$ cat config.mk
export PLATFORM = sky130hd
export DESIGN_NAME = i2s_tx_fifo
export DESIGN_NICKNAME = d
export VERILOG_FILES = /design/src/rtl/i2s_tx_fifo.sv
export SDC_FILE = /design/constraint.sdc
export NUM_CORES = 1
export LEC_CHECK = 0
export CORE_AREA = 2 2 121 170
export CTS_CLUSTER_SIZE = 40
export DETAILED_ROUTE_END_ITERATION = 8
export DIE_AREA = 0 0 123 172
export HOLD_SLACK_MARGIN = 0.03
export PLACE_DENSITY_LB_ADDON = 0.15
export SLEW_MARGIN = 20
export SYNTH_ARGS = -nofsm -noshare
export SYNTH_HDL_FRONTEND = slang
export SYNTH_SLANG_ARGS = --single-unit
$ cat constraint.sdc
create_clock -name clk -period 6.8 [get_ports clk]
set_input_delay 1.36 -clock clk [delete_from_list [all_inputs] [get_ports clk]]
set_output_delay 1.36 -clock clk [all_outputs]
set_load 0.005 [all_outputs]
$ cat src/rtl/i2s_tx_fifo.sv
// i2s_tx_fifo: stereo I2S/left-justified serial transmitter with input frame FIFO; ports clk/rst, en, mode, s_valid/s_ready/s_left/s_right in, bclk/lrclk/sdata/underrun/fifo_level out
module i2s_tx_fifo #(
  parameter int DATA_W = 16,
  parameter int SLOT_W = 32,
  parameter int CLK_DIV = 2,
  parameter int FIFO_DEPTH = 4
) (
  input  logic                          clk,
  input  logic                          rst,
  input  logic                          en,
  input  logic                          mode,
  input  logic                          s_valid,
  output logic                          s_ready,
  input  logic [DATA_W-1:0]             s_left,
  input  logic [DATA_W-1:0]             s_right,
  output logic                          bclk,
  output logic                          lrclk,
  output logic                          sdata,
  output logic                          underrun,
  output logic [$clog2(FIFO_DEPTH):0]   fifo_level
);
  localparam int LW = 2 * SLOT_W;
  localparam int AW = $clog2(FIFO_DEPTH);
  localparam int DVW = CLK_DIV > 1 ? $clog2(CLK_DIV) : 1;
  localparam int BW = $clog2(LW);
  logic [2*DATA_W-1:0] mem [FIFO_DEPTH];
  logic [AW-1:0] wp, rp;
  logic [DVW-1:0] div;
  logic [BW-1:0] bitcnt, nbit;
  logic [LW-1:0] sr, ld, src;
  logic dly, mode_l, en_d;
  logic push, pop, have, start_en, tc, step, fs, lj, mode_n;
  assign s_ready = fifo_level < (AW+1)'(FIFO_DEPTH);
  assign push = s_valid && s_ready;
  assign have = fifo_level != '0;
  assign start_en = en && !en_d;
  assign tc = div == DVW'(CLK_DIV - 1);
  // a bit step is the falling bclk toggle of a running divider
  assign step = en && en_d && tc && bclk;
  assign fs = start_en || (step && bitcnt == BW'(LW - 1));
  assign pop = fs && have;
  assign ld = have ? (LW'(mem[rp][2*DATA_W-1:DATA_W]) << (LW - DATA_W)) |
                     (LW'(mem[rp][DATA_W-1:0]) << (SLOT_W - DATA_W)) : '0;
  assign src = fs ? ld : sr;
  assign lj = src[LW-1];
  assign nbit = fs ? '0 : bitcnt + BW'(1);
  assign mode_n = fs ? mode : mode_l;
  always_ff @(posedge clk)
    if (push) mem[wp] <= {s_left, s_right};
  always_ff @(posedge clk) begin
    if (rst) begin
      wp <= '0;
      rp <= '0;
      fifo_level <= '0;
      en_d <= 1'b0;
      underrun <= 1'b0;
      div <= '0;
      bclk <= 1'b0;
      bitcnt <= '0;
      sr <= '0;
      dly <= 1'b0;
      mode_l <= 1'b0;
      lrclk <= 1'b0;
      sdata <= 1'b0;
    end else begin
      wp <= wp + AW'(push);
      rp <= rp + AW'(pop);
      fifo_level <= fifo_level + (AW+1)'(push) - (AW+1)'(pop);
      en_d <= en;
      underrun <= fs && !have;
      if (!en) begin
        div <= '0;
        bclk <= 1'b0;
        bitcnt <= '0;
        sr <= '0;
        dly <= 1'b0;
        mode_l <= 1'b0;
        lrclk <= 1'b0;
        sdata <= 1'b0;
      end else begin
        div <= (start_en || tc) ? '0 : div + DVW'(1);
        bclk <= start_en ? 1'b0 : (tc ? !bclk : bclk);
        if (fs || step) begin
          bitcnt <= nbit;
          sr <= src << 1;
          dly <= lj;
          mode_l <= mode_n;
          lrclk <= nbit >= BW'(SLOT_W);
          // I2S emits the previous step's left-justified bit, so data lags lrclk by one BCLK
          sdata <= mode_n ? lj : dly;
        end
      end
    end
  end
endmodule

Word level (Yosys, flattened, before mapping)
Memory sizes are Yosys's and may differ from the RTL's. A register that Yosys moved wholly into a read port is not among the register bits.
Index checks and enable logic that the tools add are counted.
Widths: inputs -> output; s select.
Storage, ports and cells
  bits in registers: 84
  bits in latches: 0
  memory bits (writable): 128
  ROM bits: 0
  output and inout port bits: 8
  memories kept: 1
Cells by class
  $add $sub $neg: 6
  $mul: 0
  div/mod/pow operators: 0
  order comparisons: 2
  equality and inequality tests: 1
  shift operators: 0
  mux-type cells: 8
  bitwise logic cells: 2
  reductions and logical operators: 18
Memories
  mem: words 4, bits a word 32, read ports 1, clocked after memory_dff 1, write ports 1, RTL line 26  | logic [2*DATA_W-1:0] mem [FIFO_DEPTH];
Operator list (number)
  $mux 64: 2
  $or 64x32->64: 1
  $logic_and 1x1->1: 8
  $add 6x1->6 const B: 1
  $eq 6x6->1 const B: 1
  $ge 6x6->1 const B: 1
  $mux 6: 1
  $reduce_or 3->1: 2
  $add 2x1->2: 2
  $mux 1: 4
  $add 3x1->3: 1
  $logic_not 1->1: 3
  $logic_or 1x1->1: 3
  $lt 3x3->1 const B: 1
  $reduce_bool 3->1: 1
  $sub 3x1->3: 1
  $mux 2: 1
  $reduce_or 2->1: 1
  $add 1x1->1 const B: 1
  $not 1->1: 1

Depth between registers and ports, before layout
  depth in word-level cells: 8
  mapped depth: 12

Least setup slack after synthesis
No wires, ideal clock.
  kind: input to register
  start point: input s_valid
  end point: memory mem[0][0] (netlist name) (enable)
  library setup time: 0.461 ns
  arrival time: 3.638 ns
  required time: 6.339 ns
  setup slack: 2.701 ns
  stages on the path: 2
  cells stage by stage: nand2_1 -> nor3_1
On the way
  cells in the longest elaborated chain, start to end: 3
RTL lines
  from (decl): RTL line 12  | input logic s_valid,
  $logic_and 1x1->1: RTL line 34  | assign push = s_valid && s_ready;
  $mux 1: RTL line 49  | if (push) mem[wp] <= {s_left, s_right};
  $mux 1 (not written as such): RTL line 49
  to (decl): RTL line 26
Every way passes these cells.

Worst setup path in the final report
  start point: input en
  end point: register fifo_level[2]
On the way
  cells in the longest elaborated chain, start to end: 7
RTL lines
  from (decl): RTL line 10  | input logic en,
  $logic_and 1x1->1 (3 in series): RTL line 39  | assign step = en && en_d && tc && bclk;
  $logic_and 1x1->1: RTL line 40  | assign fs = start_en || (step && bitcnt == BW'(LW - 1));
  $logic_or 1x1->1 *: RTL line 40
  $logic_and 1x1->1 *: RTL line 41  | assign pop = fs && have;
  $sub 3x1->3 *: RTL line 68  | fifo_level <= fifo_level + (AW+1)'(push) - (AW+1)'(pop);
  to (signal assigned): RTL line 68
  to (decl): RTL line 20  | output logic [$clog2(FIFO_DEPTH):0] fifo_level
Every way passes the cells marked *; elsewhere a longest branch is shown, timed or not.
A chain may end at the register's enable or synchronous reset.

==> impl_metrics.tcl <==
set metrics [dict create \
    wl_met1_um 6303 \
    setup_viol 0 \
    finalHoldViolCount 0 \
    route.antenna.remaining_nets 0 \
    drv_slew 0 \
    final_nets 604 \
    die_w_um 123 \
    drt_iter0_drc 295 \
    grt_pass1_wl_um 23740 \
    n_fill_cell 1760 \
    cts_sinks 196 \
    end_kind "flop" \
    cp_max_fo 23 \
    via_per_inst 5.194 \
    cellPowerDensity_nw_per_um2 329.3 \
    crit_path_frequent_cell "xnor2_1" \
    drc_errors 0 \
    syn2layout_area_growth_pct 16.18 \
    synthesis.nets 567 \
    yosysWarnings 0 \
    period_needed_ns 4.423 \
    rsz0062_at_grt "false" \
    clock_path_buffers 2 \
    path_class "input pin to flop" \
    dp_cells 796 \
    cts_hold_buf 0 \
    wl_per_cell_um 17.86 \
    worst-endpoint-arrival_ns 4.73 \
    multi_input_area_um2 2320 \
    diodes 0 \
    numPortBuffers 44 \
    seqCellArea_um2 5206 \
    globalplace.congestion 0.7012 \
    maxSlewHeadroom_pct 38.12 \
    core-area_um2 19690 \
    cts.clk_slew.worst_paths_ns 0.07 \
    cts-root-buf "clkbuf_16" \
    track_usage_pct 15.02 \
    die-area_um2 21160 \
    vias 4301 \
    worstMarginPinSlew_ns 0.9252 \
    synth_cell_types 49 \
    timing.setup.tns_ns 0 \
    post-route-period-util_pct 65.05 \
    rows 61 \
    fin_util_pct 45.76 \
    grt.overflow.total 0 \
    layout-drive-gt1-share_pct 18.06 \
    start_kind "input pin" \
    ir_worst_vdd_mv 0.1731 \
    dr_wl_met2_um 7753 \
    synth_seq_cells 196 \
    status "finished clean" \
    grt_pass1_vias 4487 \
    die_y_um 172 \
    min-delay-path-class "flop to flop" \
    routed_wl_um 14790 \
    whs_ns 0.4548 \
    fin_cells 828 \
    start_util_pct 39.39 \
    cts_setup_buffers 0 \
    hpwl_um 8908 \
    avgSynthCellArea_um2 14.75 \
    crit_required_ns 7.10 \
    antenna_found_initial 0 \
    seq_area_frac_synth_pct 67.11 \
    fmax_ghz 0.2261 \
    wl_met3_um 382 \
    cts_tree "yes" \
    grt_max_degree 49 \
    finalClockSkew_ns 0.01233 \
    cp_cell_sequence "clkdlybuf4s50_1 -> and4_1 -> a31oi_2 -> o21ai_0 -> nand2_1 -> ha_1 -> fa_1 -> xnor2_1 -> xnor2_1 -> nor2_1" \
    post_cts_resize_count 0 \
    max_stage_delay_ns 0.80 \
    cap_violations 0 \
    p_leak_uw 0.002851 \
    fin_total_pwr_uw 2967 \
    synthesis.area_um2 7756 \
    htree_levels 4 \
    io-pin-count 45 \
    worstSkewPairLatency_ns 0.43 \
    dr.pass1.iters 4 \
    synthCells 526 \
    cts_buffers 17 \
    crit_slowest_cell "and4_1" \
    top_layer_used "met4" \
]
[worst max-delay path: cells and delay by family]
| kind | cells | cell delay [ns] |
|---|---|---|
| simple gates | 3 | 0.94 |
| compound gates | 2 | 0.88 |
| fa+ha+maj | 2 | 0.59 |
| buf+inv | 1 | 0.59 |
| xor+xnor | 2 | 0.36 |
[state kept, by name, indices dropped and copies added, names as in the netlist, 2 cells and up]
| name | flops |
|---|---|
| bitcnt | 6 |
| fifo_level | 3 |
| mem | 128 |
| rp | 2 |
| sr | 47 |
| wp | 2 |
[routing by layer]
metal  GRT usage, %  vias up
met1          18.58     2161
li1               -     2057
met3          3.463       16
met2          25.20       67
met4          6.275        0
met5              0        -
[area by class of cell]
class	count	area share [%]
clock buffers	17	4.721
multi-input cells	287	25.74
well taps	252	3.499
inverters	7	0.2916
clock inverters	15	2.249
repair buffers	54	5.721
flip-flops and latches	196	57.78
[report_power, final]
| group | leakage, uW | total [uW] | switching, uW | internal (uW) |
|---|---|---|---|---|
| registers | 0.00172 | 1410 | 33.2 | 1370 |
| logic | 0.000824 | 498 | 273 | 224 |
| clock network | 0.000304 | 1060 | 466 | 596 |
[per-stage QoR]
| stage | instance area (um^2) | setup slack, ns |
|---|---|---|
| 6_report | 9011 | 2.377 |
| 5_1_grt | 9011 | 2.140 |
| 4_1_cts | 9011 | 2.394 |
| 3_5_place_dp | 8383 | 1.982 |
| 3_3_place_gp | 8383 | 2.096 |
| 2_1_floorplan | 7756 | 2.701 |
[cells in the mapped netlist, drive strengths merged]
library cell,number,share of area [%]
nand4,2,0.16
a41o,1,0.13
inv,6,0.29
o21a,1,0.097
nand4b,1,0.11
or3,2,0.16
ha,3,0.48
a211oi,17,2.7
o21bai,1,0.097
o31ai,1,0.097
fa,1,0.26
and2,16,1.3
a21boi,1,0.097
clkbuf,12,0.58
nor2,29,1.4
and4,2,0.23
nor3,5,0.32
buf,24,2.2
or4,1,0.097
xor2,1,0.11
and3b,1,0.11
nand2b,2,0.16
a311oi,1,0.11
a32oi,1,0.11
clkinv,1,0.048
o21ai,34,2.2
mux4,32,9.3
and3,1,0.081
nand2,44,2.1
a31o,1,0.23
dfxtp,68,18
nor2b,5,0.40
a31oi,1,0.16
o211ai,1,0.097
xnor2,6,0.68
a221oi,1,0.11
nand3,19,1.7
edfxtp,128,50
a21oi,36,2.3
o41ai,1,0.11
mux2i,15,1.9
[placed cells by master, fill, tap and decap left out, drive strengths merged, types with 3 or more instances in the layout]
cell type,count
edfxtp,128
dfxtp,68
nand2,44
clkdlybuf4s50,44
a21oi,36
o21ai,34
mux4,32
nor2,29
nand3,19
clkbuf,17
a211oi,17
and2,16
inv,16
mux2i,15
buf,10
xnor2,6
nor2b,5
nor3,5
ha,3
bufinv,3
[worst paths after layout]
check	cells after the start	from	slack, ns	end
worst max-delay path	10	en	2.38	fifo_level[2]$_SDFF_PP0_
worst min-delay path	2	sr[34]$_SDFFE_PP0P_	0.45	sr[35]$_SDFFE_PP0P_
worst max register to register	9	bclk$_SDFFE_PP0P_	3.45	fifo_level[2]$_SDFF_PP0_
worst min register to register	2	sr[34]$_SDFFE_PP0P_	0.45	sr[35]$_SDFFE_PP0P_
[cells by family after synthesis]
group | Yosys count | share of synthesized area, %
xor+xnor | 7 | 0.7905
buf+inv | 43 | 3.145
simple gates | 130 | 8.340
compound gates | 99 | 8.647
fa+ha+maj | 4 | 0.7421
flops | 196 | 67.11
mux | 47 | 11.23
No activity file was read; power rests on OpenSTA's default activity.
